**config.mk**
```make
export PLATFORM = sky130hd
export DESIGN_NAME = pc_gen_unit_flat
export DESIGN_NICKNAME = d
export VERILOG_FILES = /design/src/rtl/pc_gen_unit_pkg.sv /design/src/rtl/pc_gen_unit_if.sv /design/src/rtl/pc_gen_unit_pc_target_calc.sv /design/src/rtl/pc_gen_unit.sv /design/src/flat_wrapper.sv
export SDC_FILE = /design/constraint.sdc
export NUM_CORES = 1
export LEC_CHECK = 0
export ABC_CLOCK_PERIOD_IN_PS = 2450
export BUFFER_PORTS_ARGS = -buffer_cell sky130_fd_sc_hd__buf_2
export CORE_ASPECT_RATIO = 1.75
export CORE_MARGIN = 1.5
export CORE_UTILIZATION = 45
export DETAILED_ROUTE_END_ITERATION = 10
export PLACE_DENSITY_LB_ADDON = 0.2
export RECOVER_POWER = 50
export SLEW_MARGIN = 15
export SYNTH_ARGS = -nofsm -noshare
export SYNTH_HDL_FRONTEND = slang
export SYNTH_SLANG_ARGS = --single-unit
```
**constraint.sdc**
```tcl
create_clock -name clk -period 2.45 [get_ports clk]
set_input_delay 0.1225 -clock clk [delete_from_list [all_inputs] [get_ports clk]]
set_output_delay 0.1225 -clock clk [all_outputs]
set_load 0.05 [all_outputs]
```
**src/rtl/pc_gen_unit_pkg.sv**
```systemverilog
// pc_gen_unit_pkg: shared FSM state, instruction length constants and the
// link-length decode used by the PC generator.
package pc_gen_unit_pkg;
  typedef enum logic [1:0] {BOOT, RUN, TRAP} state_t;
  localparam int ILEN32 = 4;
  localparam int ILEN16 = 2;
  function automatic logic [2:0] link_len(input logic [1:0] lo, input logic c_ext);
    return (lo == 2'b11 || !c_ext) ? 3'(ILEN32) : 3'(ILEN16);
  endfunction
endpackage

```
**src/rtl/pc_gen_unit_if.sv**
```systemverilog
// pc_gen_unit_if: fetch, EX-redirect and trap signals of the PC generator.
// redirect_cnt_o exists only when PC_REDIRECT_CNT_EN is defined.
interface pc_gen_unit_if #(parameter int XLEN = 32);
  logic fetch_ready_i;
  logic instr_valid_i;
  logic [1:0] instr_lo_i;
  logic stall_i;
  logic ex_branch_i;
  logic ex_jal_i;
  logic ex_jalr_i;
  logic [XLEN-1:0] ex_pc_i;
  logic [XLEN-1:0] ex_imm_i;
  logic [XLEN-1:0] ex_rs1_i;
  logic trap_clear_i;
  logic [XLEN-1:0] trap_vec_i;
  logic [XLEN-1:0] pc_o;
  logic pc_valid_o;
  logic redirect_o;
  logic misalign_o;
`ifdef PC_REDIRECT_CNT_EN
  logic [31:0] redirect_cnt_o;
  modport master(
    input fetch_ready_i, instr_valid_i, instr_lo_i, stall_i, ex_branch_i, ex_jal_i, ex_jalr_i,
    input ex_pc_i, ex_imm_i, ex_rs1_i, trap_clear_i, trap_vec_i,
    output pc_o, pc_valid_o, redirect_o, misalign_o, redirect_cnt_o
  );
  modport slave(
    output fetch_ready_i, instr_valid_i, instr_lo_i, stall_i, ex_branch_i, ex_jal_i, ex_jalr_i,
    output ex_pc_i, ex_imm_i, ex_rs1_i, trap_clear_i, trap_vec_i,
    input pc_o, pc_valid_o, redirect_o, misalign_o, redirect_cnt_o
  );
`else
  modport master(
    input fetch_ready_i, instr_valid_i, instr_lo_i, stall_i, ex_branch_i, ex_jal_i, ex_jalr_i,
    input ex_pc_i, ex_imm_i, ex_rs1_i, trap_clear_i, trap_vec_i,
    output pc_o, pc_valid_o, redirect_o, misalign_o
  );
  modport slave(
    output fetch_ready_i, instr_valid_i, instr_lo_i, stall_i, ex_branch_i, ex_jal_i, ex_jalr_i,
    output ex_pc_i, ex_imm_i, ex_rs1_i, trap_clear_i, trap_vec_i,
    input pc_o, pc_valid_o, redirect_o, misalign_o
  );
`endif
endinterface

```
**src/rtl/pc_gen_unit_pc_target_calc.sv**
```systemverilog
// pc_target_calc: redirect target and misalignment flag for the EX instruction.
module pc_target_calc #(
  parameter int XLEN = 32,
  parameter int C_EXT = 1
) (
  input  logic            jalr,
  input  logic [XLEN-1:0] pc,
  input  logic [XLEN-1:0] imm,
  input  logic [XLEN-1:0] rs1,
  output logic [XLEN-1:0] target,
  output logic            misaligned
);
  logic [XLEN-1:0] jalr_sum;
  // branch and jal share pc+imm, so only jalr needs to win the select
  always_comb begin
    jalr_sum = rs1 + imm;
    target = jalr ? {jalr_sum[XLEN-1:1], 1'b0} : pc + imm;
    misaligned = target[0] | ((C_EXT == 0) && target[1]);
  end
endmodule

```
**src/rtl/pc_gen_unit.sv**
```systemverilog
// pc_gen_unit: fetch PC generator with BOOT/RUN/TRAP FSM and EX redirects.
// Optional PC_REDIRECT_CNT_EN adds a saturating accepted-redirect counter.
module pc_gen_unit
  import pc_gen_unit_pkg::*;
#(
  parameter int XLEN = 32,
  parameter logic [XLEN-1:0] RESET_VECTOR = '0,
  parameter int C_EXT = 1
) (
  input logic clk,
  input logic rst_n,
  pc_gen_unit_if.master bus
);
  state_t state, state_nxt;
  logic [XLEN-1:0] pc, pc_nxt, target;
  logic misaligned, redirect, advance;
  pc_target_calc #(.XLEN(XLEN), .C_EXT(C_EXT)) u_calc (
    .jalr(bus.ex_jalr_i),
    .pc(bus.ex_pc_i),
    .imm(bus.ex_imm_i),
    .rs1(bus.ex_rs1_i),
    .target(target),
    .misaligned(misaligned)
  );
  always_ff @(posedge clk) begin
    if (!rst_n) begin
      state <= BOOT;
      pc <= RESET_VECTOR;
    end else begin
      state <= state_nxt;
      pc <= pc_nxt;
    end
  end
  // unreachable encodings behave like BOOT and recover into RUN
  always_comb begin
    redirect = bus.ex_branch_i | bus.ex_jal_i | bus.ex_jalr_i;
    advance = bus.fetch_ready_i & bus.instr_valid_i & !bus.stall_i & !redirect;
    state_nxt = (state == TRAP) ? (bus.trap_clear_i ? RUN : TRAP) :
                (state == RUN) ? ((redirect && misaligned) ? TRAP : RUN) : RUN;
    pc_nxt = (state == TRAP) ? (bus.trap_clear_i ? bus.trap_vec_i : pc) :
             (state == RUN) ? (redirect ? target :
                               advance ? pc + XLEN'(link_len(bus.instr_lo_i, C_EXT != 0)) : pc) :
             RESET_VECTOR;
  end
  always_comb begin
    bus.pc_o = pc;
    bus.pc_valid_o = state == RUN;
    bus.misalign_o = state == TRAP;
    bus.redirect_o = redirect;
  end
`ifdef PC_REDIRECT_CNT_EN
  logic [31:0] cnt;
  always_ff @(posedge clk) begin
    if (!rst_n) cnt <= '0;
    else if (state == RUN && redirect && cnt != '1) cnt <= cnt + 32'd1;
  end
  assign bus.redirect_cnt_o = cnt;
`else
  logic unused_cnt;
  assign unused_cnt = 1'b0;
`endif
endmodule

```
**src/flat_wrapper.sv**
```systemverilog
// flat-port wrapper written by rule: the top's interface ports become plain ports
module pc_gen_unit_flat import pc_gen_unit_pkg::*;
#(
  parameter int XLEN = 32,
  parameter logic [XLEN-1:0] RESET_VECTOR = '0,
  parameter int C_EXT = 1
)
  (clk, rst_n, bus_fetch_ready_i, bus_instr_valid_i, bus_instr_lo_i, bus_stall_i, bus_ex_branch_i, bus_ex_jal_i, bus_ex_jalr_i, bus_ex_pc_i, bus_ex_imm_i, bus_ex_rs1_i, bus_trap_clear_i, bus_trap_vec_i, bus_pc_o, bus_pc_valid_o, bus_redirect_o, bus_misalign_o);
  pc_gen_unit_if #(.XLEN(XLEN)) bus_i ();
  input logic clk;
  input logic rst_n;
  input wire logic [$bits(bus_i.fetch_ready_i)-1:0] bus_fetch_ready_i;
  input wire logic [$bits(bus_i.instr_valid_i)-1:0] bus_instr_valid_i;
  input wire logic [$bits(bus_i.instr_lo_i)-1:0] bus_instr_lo_i;
  input wire logic [$bits(bus_i.stall_i)-1:0] bus_stall_i;
  input wire logic [$bits(bus_i.ex_branch_i)-1:0] bus_ex_branch_i;
  input wire logic [$bits(bus_i.ex_jal_i)-1:0] bus_ex_jal_i;
  input wire logic [$bits(bus_i.ex_jalr_i)-1:0] bus_ex_jalr_i;
  input wire logic [$bits(bus_i.ex_pc_i)-1:0] bus_ex_pc_i;
  input wire logic [$bits(bus_i.ex_imm_i)-1:0] bus_ex_imm_i;
  input wire logic [$bits(bus_i.ex_rs1_i)-1:0] bus_ex_rs1_i;
  input wire logic [$bits(bus_i.trap_clear_i)-1:0] bus_trap_clear_i;
  input wire logic [$bits(bus_i.trap_vec_i)-1:0] bus_trap_vec_i;
  output wire logic [$bits(bus_i.pc_o)-1:0] bus_pc_o;
  output wire logic [$bits(bus_i.pc_valid_o)-1:0] bus_pc_valid_o;
  output wire logic [$bits(bus_i.redirect_o)-1:0] bus_redirect_o;
  output wire logic [$bits(bus_i.misalign_o)-1:0] bus_misalign_o;
  assign bus_i.fetch_ready_i = bus_fetch_ready_i;
  assign bus_i.instr_valid_i = bus_instr_valid_i;
  assign bus_i.instr_lo_i = bus_instr_lo_i;
  assign bus_i.stall_i = bus_stall_i;
  assign bus_i.ex_branch_i = bus_ex_branch_i;
  assign bus_i.ex_jal_i = bus_ex_jal_i;
  assign bus_i.ex_jalr_i = bus_ex_jalr_i;
  assign bus_i.ex_pc_i = bus_ex_pc_i;
  assign bus_i.ex_imm_i = bus_ex_imm_i;
  assign bus_i.ex_rs1_i = bus_ex_rs1_i;
  assign bus_i.trap_clear_i = bus_trap_clear_i;
  assign bus_i.trap_vec_i = bus_trap_vec_i;
  assign bus_pc_o = bus_i.pc_o;
  assign bus_pc_valid_o = bus_i.pc_valid_o;
  assign bus_redirect_o = bus_i.redirect_o;
  assign bus_misalign_o = bus_i.misalign_o;
  pc_gen_unit #(.XLEN(XLEN), .RESET_VECTOR(RESET_VECTOR), .C_EXT(C_EXT)) u_core (.clk(clk), .rst_n(rst_n), .bus(bus_i));
endmodule
```
* Word level (Yosys, flattened, before mapping) *
Cells that the tools add are included.

storage, ports and cells
  register bits after elaboration = 34
  bits of input ports = 139
  output and inout bits = 35
  logic and storage cells = 30

cells by class
  add/sub/neg operators = 3
  equal/unequal tests = 5
  multiplexer cells = 11
  bitwise operators = 5
  reductions and logical operators = 4

operator list
  cell                count
  $mux 32             6
  $add 32x32->32      2
  $add 32x3->32       1
  $mux 2              4
  $eq 2x2->1 const B  2
  $ne 4x1->1 const B  1
  $and 1x1->1         3
  $mux 3              1
  $eq 2x1->1 const B  1
  $logic_not 1->1     2
  $ne 2x2->1 const B  1
  $or 1x1->1          2
  $reduce_and 2->1    1
  $logic_and 1x1->1   1

* Longest topological paths before layout *
  depth after elaboration = 8
  depth in mapped cells = 12
  depth with buffers taken out = 11

* Hierarchy *
Synthesis repeated with hierarchy kept, for this count alone.

unflattened totals
  cell total of the unflattened synthesis = 830
  area, all modules = 6073.3 µm²

by module, submodules not included
  module          instances  cells each  area an instance (µm²)  seq. area each (µm²)
  pc_target_calc  1          507         3664.8                  0.0
  pc_gen_unit     1          323         2408.6                  680.7

* Worst setup path after synthesis *
Ideal clock, no wire load.

  path kind = reg2reg
  from = register u_core.pc[1] (netlist: u_core.bus.pc_o[1])
  to = register u_core.pc[29] (netlist: u_core.bus.pc_o[29])
  library setup time = 0.079 ns
  arrival = 2.956 ns
  required time = 2.371 ns
  path slack = -0.586 ns
  cell stages (with the launch flop) = 12
  buffers on the path = 1
  clock period less this slack = 3.036 ns
  cell sequence = dfxtp_1 > ha_1 > inv_1 > fa_1 > or3_1 > buf_6 > nor4_4 > nand2_1 > xor2_1 > a221oi_1 > nand3_1 > a211oi_2

between the ends
  cells in the longest elaborated chain, start to end = 5

ends and longest elaborated chain
  what                    line               text
  start, declared         pc_gen_unit.sv:15  logic [XLEN-1:0] pc, pc_nxt, target;
  start signal, assigned  pc_gen_unit.sv:31  pc <= pc_nxt;
  $add 32x3->32           pc_gen_unit.sv:42  advance ? pc + XLEN'(link_len(bus.instr_lo_i, C_EXT != 0)) : pc) :
  $mux 32                 pc_gen_unit.sv:42
  $mux 32 (2 in a row)    pc_gen_unit.sv:41  (state == RUN) ? (redirect ? target :
  $mux 32                 pc_gen_unit.sv:40  pc_nxt = (state == TRAP) ? (bus.trap_clear_i ? bus.trap_vec_i : pc) :

Every way passes these cells. The select of a mux whose other input is x is not followed.
A chain may end at the register's enable or synchronous reset.

* Final worst setup path *
  from = input bus_ex_imm_i[1]
  to = register u_core.pc[29] (netlist: u_core.bus.pc_o[29])

between the ends
  cells in the longest elaborated chain, start to end = 5
  elaborated cells between the ends (all ways) = 6
  those cells by class = add/sub: 2; mux: 4

ends and longest elaborated chain
  what                               line                                                                text
  start, declared                    flat_wrapper.sv:20                                                  input wire logic [$bits(bus_i.ex_imm_i)-1:0] bus_ex_imm_i;
  $add 32x32->32 (on tied branches)  pc_gen_unit_pc_target_calc.sv:17, pc_gen_unit_pc_target_calc.sv:16
  $mux 32 *                          pc_gen_unit_pc_target_calc.sv:17                                    target = jalr ? {jalr_sum[XLEN-1:1], 1'b0} : pc + imm;
  $mux 32 * (2 in a row)             pc_gen_unit.sv:41
  $mux 32 *                          pc_gen_unit.sv:40

Every way passes the cells marked *; elsewhere a longest branch is shown, timed or not.

==> impl_metrics.csv <==
group,metric,value,unit
run_status,status,"finished with violations",
die,die-area,14600,um^2
finish,antenna_cells,0,
job,drv_cap,0,
critical_path,cp.buffers_inverters,4,
logic_synthesis,synthCells,887,
critical_path,cp_top_family,"compound AO/OA/AOI/OAI gates",
timing,rsz0062_at_grt,"true",
logic_synthesis,netlist_area,6220,um^2
logic_synthesis,yosys.area.top_type,"ha_1",
cts,clock_latency,0.28,ns
timing,post-route-min-period,2.46,ns
timing,worst_slew_pin_slew,0.780,ns
run_status,violations,"negative setup slack",
logic_synthesis,synth.net_count,1092,
finish,final_layout_size_suffix_gt1_frac,0.319,
critical_path,start_kind,"input pin",
critical_path,max_stage_delay,0.48,ns
timing,setup_viol_count_final,1,
logic_synthesis,yosysUniqueCellTypes,82,
cts,cts_tree,"yes",
finish,final_cell_count_no_fill,1358,
logic_synthesis,synth_edf_count,0,
global_route,grt_pass1_vias,8238,
routing,dr.pass1.iters,6,
timing,slew_violations,0,
global_route,grtUsageTotal,0.353,
routing,drt-wirelength-per-cell,19.2,um
die,initial_utilization,0.463,
finish,final_nets,1388,
finish,areaGrowthSynthToFinish,38.3,%
timing,tns,-0.0139,ns
placed_design,place_congestion,1.01,
die,die_x,91.9,um
critical_path,cp_max_fo,5,
cts,cts_buffers,5,
cts,ctsHtreeMaxLevel,2,
placed_design,place_area,8320,um^2
die,pin_count,174,
routing,num_vias,8184,
logic_synthesis,netlist.area_leader.share,0.127,
die,rows,56,
global_route,gr-total-overflow,0,
critical_path,crit_top_cell,"buf_4",
cts,clock-root-buffer,"clkbuf_16",
logic_synthesis,async_reset_ff_frac,0,
finish,layout_commonest_cell,"buf_4",
logic_synthesis,ys_ff_latch,34,
timing,maxSlewHeadroom,0.478,
finish,final_area,8610,um^2
timing,fmax,0.406,GHz
global_route,grt_max_degree,28,
worst_hold_path,whs_path_depth,3,
logic_synthesis,yosysSeqAreaShare,0.109,
critical_path,critPathKind,"input pin to flop",
finish,layout_common_cells,"154 x buf_4, 147 x buf_2, 89 x a21oi_1, 88 x nand2_1, 82 x o21ai_0",
timing,hold_ws,0.148,ns
critical_path,cp_num_cells,13,
timing,final.setup.worst_slack,-0.0139,ns
critical_path,worstPathRequired,2.60,ns
placed_design,dpl.cell_count,1347,
logic_synthesis,ys.flop_type,"dfxtp_1",
logic_synthesis,synthTopCellsByArea,"ha_1 13%, dfxtp_1 11%, a21oi_1 7.4%",
timing,hold_viol,0,
critical_path,arrival,2.61,ns
global_route,antenna_found_initial,0,
placed_design,dp_hpwl,21900,um
critical_path,r2r_cells,10,
routing,vias_per_cell,6.03,
worst_hold_path,hp-class,"input pin to flop",
logic_synthesis,syn_avg_cell_area,7.02,um^2
routing,drc,0,
power_and_ir_drop,ir_worst_vdd,0.000315,V
critical_path,critical_path.cell_chain,"buf_2 > ha_1 > a211oi_1 > buf_4 > o211ai_1 > a211oi_1 > buf_4 > o21ai_1 > a31oi_1 > buf_4 > or4_1 > nand3_1 > a211oi_2",
routing,wirelength,26100,um
power_and_ir_drop,leakage,3.98,nW
die,die_h,159,um
timing,worst_clock_skew,0.00585,ns
cts,clk_pin_slew,0.06,ns
cts,clock_sinks,34,
cts,hold_buffers,0,
global_route,grt_pass1_wl,40200,um
routing,drtIter0Drc,459,
logic_synthesis,yosysWarnings,0,
critical_path,rrSetupSlack,0.03,ns
critical_path,worst_path_max_delay_cell,"or4_1",
power_and_ir_drop,power_density,399,nW/um^2
cts,cts_max_path_buffers,2,
routing,antenna_left,0,
timing,final.period_utilization,1.01,
critical_path,endpoint_kind,"flop",
die,core-area,13500,um^2
placed_design,portBuffers,173,
flip-flops by register name, summed over array words and instances (netlist names):
name	flops
u_core.bus.pc_o	32
u_core.state	2
timing repair:
item / 4_1_cts / 5_1_grt
buffers inserted: 1 / 2
pin swaps: 8 / 9
gates resized for setup: 2 / 32
endpoints found under the setup margin: 9 / 18
stage by stage:
stage	util	worst slack [ns]	total power, mW
6_report	0.640	-0.0139	3.44
2_1_floorplan	-	-0.113	1.91
4_1_cts	0.631	-0.0850	3.38
3_5_place_dp	0.619	-0.311	2.75
3_3_place_gp	0.619	-0.249	2.74
5_1_grt	0.640	-0.139	3.63
power by group:
part           internal [mW]  leakage (nW)  switching, mW
combinational          0.891          3.63           1.24
clock                  0.371        0.0672          0.252
sequential             0.611         0.283         0.0757
final timing paths:
check,startpoint,to
worst max-delay path,bus_ex_imm_i[1],u_core.bus.pc_o[29]$_SDFFE_PN0P_
worst min-delay path,bus_trap_vec_i[8],u_core.bus.pc_o[8]$_SDFFE_PN0P_
worst max register to register,u_core.bus.pc_o[1]$_SDFFE_PN0P_,u_core.bus.pc_o[29]$_SDFFE_PN0P_
worst min register to register,u_core.bus.pc_o[2]$_SDFFE_PN0P_,u_core.bus.pc_o[2]$_SDFFE_PN0P_
layer usage:
layer	share of wire	routed length [um]	GRT usage
met1	0.34	8860	0.336
met2	0.52	13600	0.670
met3	0.056	1460	0.0449
met4	0.082	2150	0.284
met5	0	0	0
area by class of cell:
class	count	area [um^2]
Inverter	25	93.8
Sequential cell	34	696
Timing Repair Buffer	327	1990
Tap cell	174	218
Fill cell	1370	4850
Clock buffer	5	125
Clock inverter	3	16.3
Multi-Input combinational cell	790	5470
cell families (layout without fill, tap and decap cells):
logic type | Yosys count | in the layout | share of synthesized area
compound gates | 339 | 339 | 0.353
simple gates | 309 | 309 | 0.249
fa+ha+maj | 66 | 66 | 0.136
buf+inv | 63 | 360 | 0.0410
xor+xnor | 60 | 60 | 0.0844
flops | 34 | 34 | 0.109
mux | 16 | 16 | 0.0267
synth_stat cells (all sizes together), types with 8 or more instances:
library cell  instances
nor3                 23
or3                   8
inv                  24
a31oi                15
nand2                91
nand2b               10
o21ai                88
buf                  10
nor2b                 9
dfxtp                34
nand3b                9
a21oi                93
and3                 13
mux2i                11
ha                   63
nand4                10
clkbuf               28
o211ai               12
xor2                 22
xnor2                38
nand3                36
a211oi               17
a21o                 31
a221oi               13
nor2                 74
tightest hold or removal path: stages:
cell and delay (ns):
buf_2 0.09, a21oi_1 0.05, a21oi_1 0.13
No activity file was read; power rests on OpenSTA's default activity.
